==> config.mk <==
export PLATFORM = sky130hd
export DESIGN_NAME = decoder_arbiter
export DESIGN_NICKNAME = d
export VERILOG_FILES = /design/src/rtl/dec_arb_pkg.sv /design/src/rtl/hit_fifo.sv /design/src/rtl/decoder_arbiter.sv
export SDC_FILE = /design/constraint.sdc
export NUM_CORES = 1
export LEC_CHECK = 0
export ABC_AREA = 1
export BUFFER_PORTS_ARGS = -buffer_cell sky130_fd_sc_hd__buf_2
export CORE_MARGIN = 2
export CORE_UTILIZATION = 27
export CTS_BUF_LIST = sky130_fd_sc_hd__clkbuf_4 sky130_fd_sc_hd__clkbuf_8 sky130_fd_sc_hd__clkbuf_16
export DETAILED_ROUTE_END_ITERATION = 8
export PLACE_DENSITY_LB_ADDON = 0.05
export SYNTH_ARGS = -nofsm -noshare
export SYNTH_HDL_FRONTEND = slang
export SYNTH_SLANG_ARGS = --single-unit
export TNS_END_PERCENT = 1
==> constraint.sdc <==
create_clock -name clk -period 5.6 [get_ports clk]
set_clock_uncertainty 0.1 [all_clocks]
set_input_delay 0 -clock clk [delete_from_list [all_inputs] [get_ports clk]]
set_output_delay 0 -clock clk [all_outputs]
set_load 0.02 [all_outputs]
==> src/rtl/dec_arb_pkg.sv <==
// Shared defaults and tag type for the two-channel decoder arbiter.
package dec_arb_pkg;

  localparam int DEF_DATA_W     = 40;
  localparam int DEF_POS_W      = 6;
  localparam int DEF_DEC_LAT    = 7;
  localparam int DEF_FIFO_DEPTH = 4;

  // Travels beside the shared decoder so its result can be routed to the right channel.
  typedef struct packed {
    logic vld;
    logic ch;
  } tag_t;

endpackage

==> src/rtl/hit_fifo.sv <==
// Per-channel synchronous hit buffer with registered occupancy counter.
module hit_fifo
  import dec_arb_pkg::*;
#(
  parameter int W     = DEF_DATA_W,
  parameter int DEPTH = DEF_FIFO_DEPTH
) (
  input  logic         clk,
  input  logic         rst_n,
  input  logic         wr_en,
  input  logic [W-1:0] wr_data,
  input  logic         rd_en,
  output logic [W-1:0] rd_data,
  output logic         full,
  output logic         empty
);

  localparam int AW = $clog2(DEPTH);
  localparam logic [AW:0] FULL_CNT = (AW + 1)'(DEPTH);

  logic [W-1:0]  mem_q [DEPTH];
  logic [AW-1:0] wr_ptr_q, wr_ptr_d;
  logic [AW-1:0] rd_ptr_q, rd_ptr_d;
  logic [AW:0]   count_q, count_d;
  logic          wr_ok, rd_ok;

  assign full    = (count_q == FULL_CNT);
  assign empty   = (count_q == '0);
  assign rd_data = mem_q[rd_ptr_q];

  // A full buffer still takes a word when the head leaves in the same cycle.
  assign wr_ok = wr_en && (!full || rd_en);
  assign rd_ok = rd_en && !empty;

  always_comb begin
    wr_ptr_d = wr_ptr_q;
    rd_ptr_d = rd_ptr_q;
    count_d  = count_q;
    if (wr_ok) wr_ptr_d = wr_ptr_q + 1'b1;
    if (rd_ok) rd_ptr_d = rd_ptr_q + 1'b1;
    case ({wr_ok, rd_ok})
      2'b10:   count_d = count_q + 1'b1;
      2'b01:   count_d = count_q - 1'b1;
      default: count_d = count_q;
    endcase
  end

  always_ff @(posedge clk or negedge rst_n) begin
    if (!rst_n) begin
      wr_ptr_q <= '0;
      rd_ptr_q <= '0;
      count_q  <= '0;
    end else begin
      wr_ptr_q <= wr_ptr_d;
      rd_ptr_q <= rd_ptr_d;
      count_q  <= count_d;
    end
  end

  always_ff @(posedge clk) begin
    if (wr_ok) mem_q[wr_ptr_q] <= wr_data;
  end

endmodule

==> src/rtl/decoder_arbiter.sv <==
// Two hit channels sharing one pipelined thermometer decoder via round-robin arbitration.
// Optional saturating hit/drop statistics are built only when DEC_ARB_STATS_EN is defined.
module decoder_arbiter
  import dec_arb_pkg::*;
#(
  parameter int DATA_W     = DEF_DATA_W,
  parameter int POS_W      = DEF_POS_W,
  parameter int DEC_LAT    = DEF_DEC_LAT,
  parameter int FIFO_DEPTH = DEF_FIFO_DEPTH
) (
  input  logic              clk,
  input  logic              rst_n,
  input  logic              ch0_valid,
  input  logic [DATA_W-1:0] ch0_data,
  input  logic              ch1_valid,
  input  logic [DATA_W-1:0] ch1_data,
  output logic [DATA_W-1:0] dec_data,
  input  logic [POS_W-1:0]  dec_result,
  output logic              res0_valid,
  output logic [POS_W-1:0]  res0_pos,
  output logic              res1_valid,
  output logic [POS_W-1:0]  res1_pos,
  output logic              ovf0,
  output logic              ovf1,
  input  logic              clr_ovf,
  output logic [15:0]       hits0,
  output logic [15:0]       hits1,
  output logic [15:0]       drops0,
  output logic [15:0]       drops1
);

  logic [1:0] rst_sync_q, rst_sync_d;
  logic       rst_int_n;

  logic [1:0]        in_vld, wr_en, pop, full, empty, drop;
  logic [DATA_W-1:0] in_data [2];
  logic [DATA_W-1:0] rd_data [2];

  logic              grant_vld, grant_ch;
  logic              last_ch_q, last_ch_d;
  logic [DATA_W-1:0] dec_data_q, dec_data_d;

  tag_t [DEC_LAT-1:0] tag_q, tag_d;
  tag_t               out_tag;

  logic [1:0]            res_vld_q, res_vld_d;
  logic [1:0][POS_W-1:0] res_pos_q, res_pos_d;
  logic [1:0]            ovf_q, ovf_d;

  // Assertion is immediate; release is retimed through two flops.
  assign rst_sync_d = {rst_sync_q[0], 1'b1};
  assign rst_int_n  = rst_sync_q[1];

  always_ff @(posedge clk or negedge rst_n) begin
    if (!rst_n) rst_sync_q <= '0;
    else        rst_sync_q <= rst_sync_d;
  end

  assign in_vld     = {ch1_valid, ch0_valid};
  assign in_data[0] = ch0_data;
  assign in_data[1] = ch1_data;

  for (genvar g = 0; g < 2; g++) begin : g_ch
    hit_fifo #(
      .W     (DATA_W),
      .DEPTH (FIFO_DEPTH)
    ) u_fifo (
      .clk     (clk),
      .rst_n   (rst_int_n),
      .wr_en   (wr_en[g]),
      .wr_data (in_data[g]),
      .rd_en   (pop[g]),
      .rd_data (rd_data[g]),
      .full    (full[g]),
      .empty   (empty[g])
    );
  end

  // last_ch_q holds the previous grant; on contention the other channel wins.
  always_comb begin
    grant_vld = 1'b0;
    grant_ch  = 1'b0;
    pop       = '0;
    if (!empty[0] && !empty[1]) begin
      grant_vld = 1'b1;
      grant_ch  = ~last_ch_q;
    end else if (!empty[0]) begin
      grant_vld = 1'b1;
      grant_ch  = 1'b0;
    end else if (!empty[1]) begin
      grant_vld = 1'b1;
      grant_ch  = 1'b1;
    end
    pop[grant_ch] = grant_vld;
    last_ch_d     = grant_vld ? grant_ch : last_ch_q;
    dec_data_d    = grant_vld ? rd_data[grant_ch] : '0;
    wr_en         = in_vld & (~full | pop);
    drop          = in_vld & full & ~pop;
  end

  always_comb begin
    tag_d     = {tag_q[DEC_LAT-2:0], tag_t'{vld: grant_vld, ch: grant_ch}};
    out_tag   = tag_q[DEC_LAT-1];
    res_vld_d = {out_tag.vld & out_tag.ch, out_tag.vld & ~out_tag.ch};
    for (int i = 0; i < 2; i++) begin
      res_pos_d[i] = res_vld_d[i] ? dec_result : res_pos_q[i];
    end
    // A drop in the same cycle as clr_ovf keeps the flag set.
    ovf_d = drop | (ovf_q & {2{~clr_ovf}});
  end

  always_ff @(posedge clk or negedge rst_int_n) begin
    if (!rst_int_n) begin
      last_ch_q  <= 1'b1;
      dec_data_q <= '0;
      tag_q      <= '0;
      res_vld_q  <= '0;
      res_pos_q  <= '0;
      ovf_q      <= '0;
    end else begin
      last_ch_q  <= last_ch_d;
      dec_data_q <= dec_data_d;
      tag_q      <= tag_d;
      res_vld_q  <= res_vld_d;
      res_pos_q  <= res_pos_d;
      ovf_q      <= ovf_d;
    end
  end

  assign dec_data   = dec_data_q;
  assign res0_valid = res_vld_q[0];
  assign res1_valid = res_vld_q[1];
  assign res0_pos   = res_pos_q[0];
  assign res1_pos   = res_pos_q[1];
  assign ovf0       = ovf_q[0];
  assign ovf1       = ovf_q[1];

`ifdef DEC_ARB_STATS_EN
  logic [1:0][15:0] hits_q, hits_d, drops_q, drops_d;

  function automatic logic [15:0] sat_inc(input logic [15:0] v, input logic en);
    return (en && (v != 16'hFFFF)) ? v + 16'd1 : v;
  endfunction

  always_comb begin
    for (int i = 0; i < 2; i++) begin
      hits_d[i]  = sat_inc(hits_q[i], wr_en[i]);
      drops_d[i] = sat_inc(drops_q[i], drop[i]);
    end
  end

  always_ff @(posedge clk or negedge rst_int_n) begin
    if (!rst_int_n) begin
      hits_q  <= '0;
      drops_q <= '0;
    end else begin
      hits_q  <= hits_d;
      drops_q <= drops_d;
    end
  end

  assign hits0  = hits_q[0];
  assign hits1  = hits_q[1];
  assign drops0 = drops_q[0];
  assign drops1 = drops_q[1];
`else
  assign hits0  = '0;
  assign hits1  = '0;
  assign drops0 = '0;
  assign drops1 = '0;
`endif

endmodule

==> results_dict.tcl <==
set metrics [dict create \
    yosysUniqueCellTypes 30 \
    dp_worst_setup_slack_ns 2.821 \
    grt_pass1_wl_um 66250 \
    antenna_cells 0 \
    cpPeakStageDelay_ns 0.70 \
    gp_congestion 0.7131 \
    ys_ff_latch 407 \
    min_period_ns 2.661 \
    cts_tree "yes" \
    grt-ovfl-total 0 \
    boundaryPins 211 \
    nets 1747 \
    status "completed" \
    post_dp_cell_area_um2 17670 \
    worstPathRequired_ns 5.75 \
    first_pass_iters 5 \
    numCtsBuffers 48 \
    clockBufferDepth 3 \
    path_class "flop to flop" \
    tns_ns 0 \
    power.density_nw_per_um2 565.0 \
    power_mw 11.43 \
    rows 90 \
    holdCritPathClass "input pin to flop" \
    cp_cell_sequence "nor2_1 > nand2_2 > nand3_1 > nand2_1 > nor2_4 > buf_4" \
    synth_compound_area_frac 0.02828 \
    via_per_inst 4.127 \
    vias 10180 \
    synth_adder_area_share 0.01009 \
    seq_area_frac_synth 0.7200 \
    report.final.slew_viol_count 0 \
    grt_setup_unrepaired "no" \
    synth.avg_cell_area_um2 11.67 \
    yosys_warnings 0 \
    drc 0 \
    finalSetupViolCount 0 \
    synth_edf_count 320 \
    crit_fanout 22 \
    chipWidth_um 250.2 \
    grt_max_degree 76 \
    track_usage 0.1432 \
    endpoint_kind "flop" \
    ir_drop_mv 0.2371 \
    synth-xor-area-share 0.004280 \
    setup_ws_ns 2.939 \
    antenna_left 0 \
    final-hold-violation-count 0 \
    drive_gt1_frac 0.1663 \
    critPathBufInv 1 \
    grt_pass1_vias 10070 \
    synthSimpleGateAreaFrac 0.1645 \
    initial_core_util 0.2723 \
    ys.flop_type "edfxtp_1" \
    drt_wl_total_um 44890 \
    cts-root-buf "clkbuf_16" \
    core_um2 60130 \
    htree_levels 2 \
    wire_per_inst_um 18.20 \
    start_kind "flop" \
    clock_sinks 407 \
    cap_violations 0 \
    async_flop_share 0.2138 \
    dp_hpwl_um 27150 \
    netlist_instances 1403 \
    max_slew_margin 0.4135 \
    max_freq_ghz 0.3759 \
    clkLatencyLatePin_ns 0.59 \
    cp_data_arrival_time_ns 2.82 \
    clk_pin_slew_ns 0.06 \
    muxShareOfSynthArea 0 \
    cp_slowest_cell "nor2_4" \
    tightest_slew_ns 0.8784 \
    die_y_um 250.2 \
    antenna_found_initial 2 \
    syn2layout_area_growth_pct 23.60 \
    portBuffers 146 \
    design_area_um2 20240 \
    postCtsResizedCells 0 \
    holdWs_ns 0.06670 \
    p_leak_nw 8.323 \
    path_delay_family "simple AND/OR/NAND/NOR gates" \
    synth_area_um2 16370 \
    fin_crit_sh 0.4751 \
    synth_top_family_by_area "simple AND/OR/NAND/NOR gates" \
    design.die.area_um2 62620 \
    drt_iter0_markers 415 \
]
-- final cells by class --
cell class | count | area [um^2]
clock buffers | 73 | 1515
clock inverters | 17 | 127.6
fillers | 6062 | 39900
inverters | 92 | 349.1
multi-input cells | 841 | 3696
flip-flops and latches | 407 | 11800
well taps | 782 | 978.4
repair buffers | 254 | 1772
-- path summary, 6_finish.rpt --
kind                                           start                     endpoint  slack (ns)  cells after the start
setup / recovery           g_ch[0].u_fifo.count_q[0]   g_ch[1].u_fifo.mem_q[3][0]        2.94                      6
hold / removal                          ch1_data[23]  g_ch[1].u_fifo.mem_q[2][23]        0.07                      2
setup reg to reg           g_ch[0].u_fifo.count_q[0]   g_ch[1].u_fifo.mem_q[3][0]        2.94                      6
hold reg to reg                        rst_sync_q[1]                 dec_data[37]        0.23                      0
max in group asynchronous              rst_sync_q[1]   g_ch[1].u_fifo.rd_ptr_q[1]        3.98                      1
min in group asynchronous                      rst_n                rst_sync_q[1]        0.18                      3
-- layout by cell type (no fill, tap or decap), types with 65 or more instances in the layout --
master | Yosys | layout
a21oi_1 | 68 | 68
buf_2 | 33 | 146
conb_1 | 2 | 65
dfrtp_1 | 86 | 82
dlygate4sd3_1 | 0 | 92
edfxtp_1 | 320 | 320
inv_1 | 85 | 85
nand2_1 | 403 | 403
nand3_1 | 117 | 117
nor2_1 | 137 | 129
-- where the power goes --
group          internal (mW)  switching, mW  total [mW]
combinational           1.03           2.70        3.73
sequential              4.10          0.413        4.51
clock                   1.92           1.27        3.19
-- timing repair --
item	in CTS	in global routing
buffers inserted	0	0
hold buffers	92	0
endpoints found under the hold margin	345	0
-- per-layer routing --
layer | global-route usage | share of wire
met5 | 0 | 0
met4 | 0.04654 | 0.025
met3 | 0.02224 | 0.035
met2 | 0.2444 | 0.49
met1 | 0.1860 | 0.45
-- through the flow --
stage | std cells | utilization
after CTS | 2466 | 0.3365
after global routing | 2466 | 0.3365
after floorplan | 1466 | -
after global placement | 2284 | 0.2939
final | 2466 | 0.3365
after detailed placement | 2284 | 0.2939
-- synth_stat cells, types with 2 or more instances --
library cell / n / area, um^2
a21oi_1: 68 / 340.3
nand2_4: 2 / 22.52
nand2_2: 3 / 18.77
ha_1: 10 / 125.1
buf_6: 5 / 56.30
inv_1: 85 / 319.1
dfrtp_1: 86 / 2152
buf_4: 76 / 570.6
xor2_1: 4 / 35.03
nand3_1: 117 / 585.6
nor2_1: 137 / 514.2
fa_1: 2 / 40.04
inv_2: 5 / 18.77
buf_2: 33 / 165.2
buf_1: 2 / 7.510
xnor2_1: 4 / 35.03
nand2_1: 403 / 1513
o21ai_0: 20 / 100.1
edfxtp_1: 320 / 9609
clkbuf_1: 10 / 37.54
conb_1: 2 / 7.510
-- flip-flops by register name, indices dropped and copies added (netlist names), 4 cells and up --
| signal | count |
|---|---|
| tag_d | 12 |
| g_ch.u_fifo.count_q | 6 |
| g_ch.u_fifo.wr_ptr_q | 4 |
| g_ch.u_fifo.mem_q | 320 |
| res1_pos | 6 |
| res0_pos | 6 |
| dec_data | 40 |
| g_ch.u_fifo.rd_ptr_q | 4 |
-- cell families after synthesis --
kind of cell / count (synthesis)
other: 2
AND/OR/NAND/NOR: 666
AO/OA/AOI/OAI: 90
XOR/XNOR: 8
flip-flops: 407
buffers and inverters: 218
adder cells (fa/ha/maj): 12
Note: power is estimated with default switching activity, not from simulation.
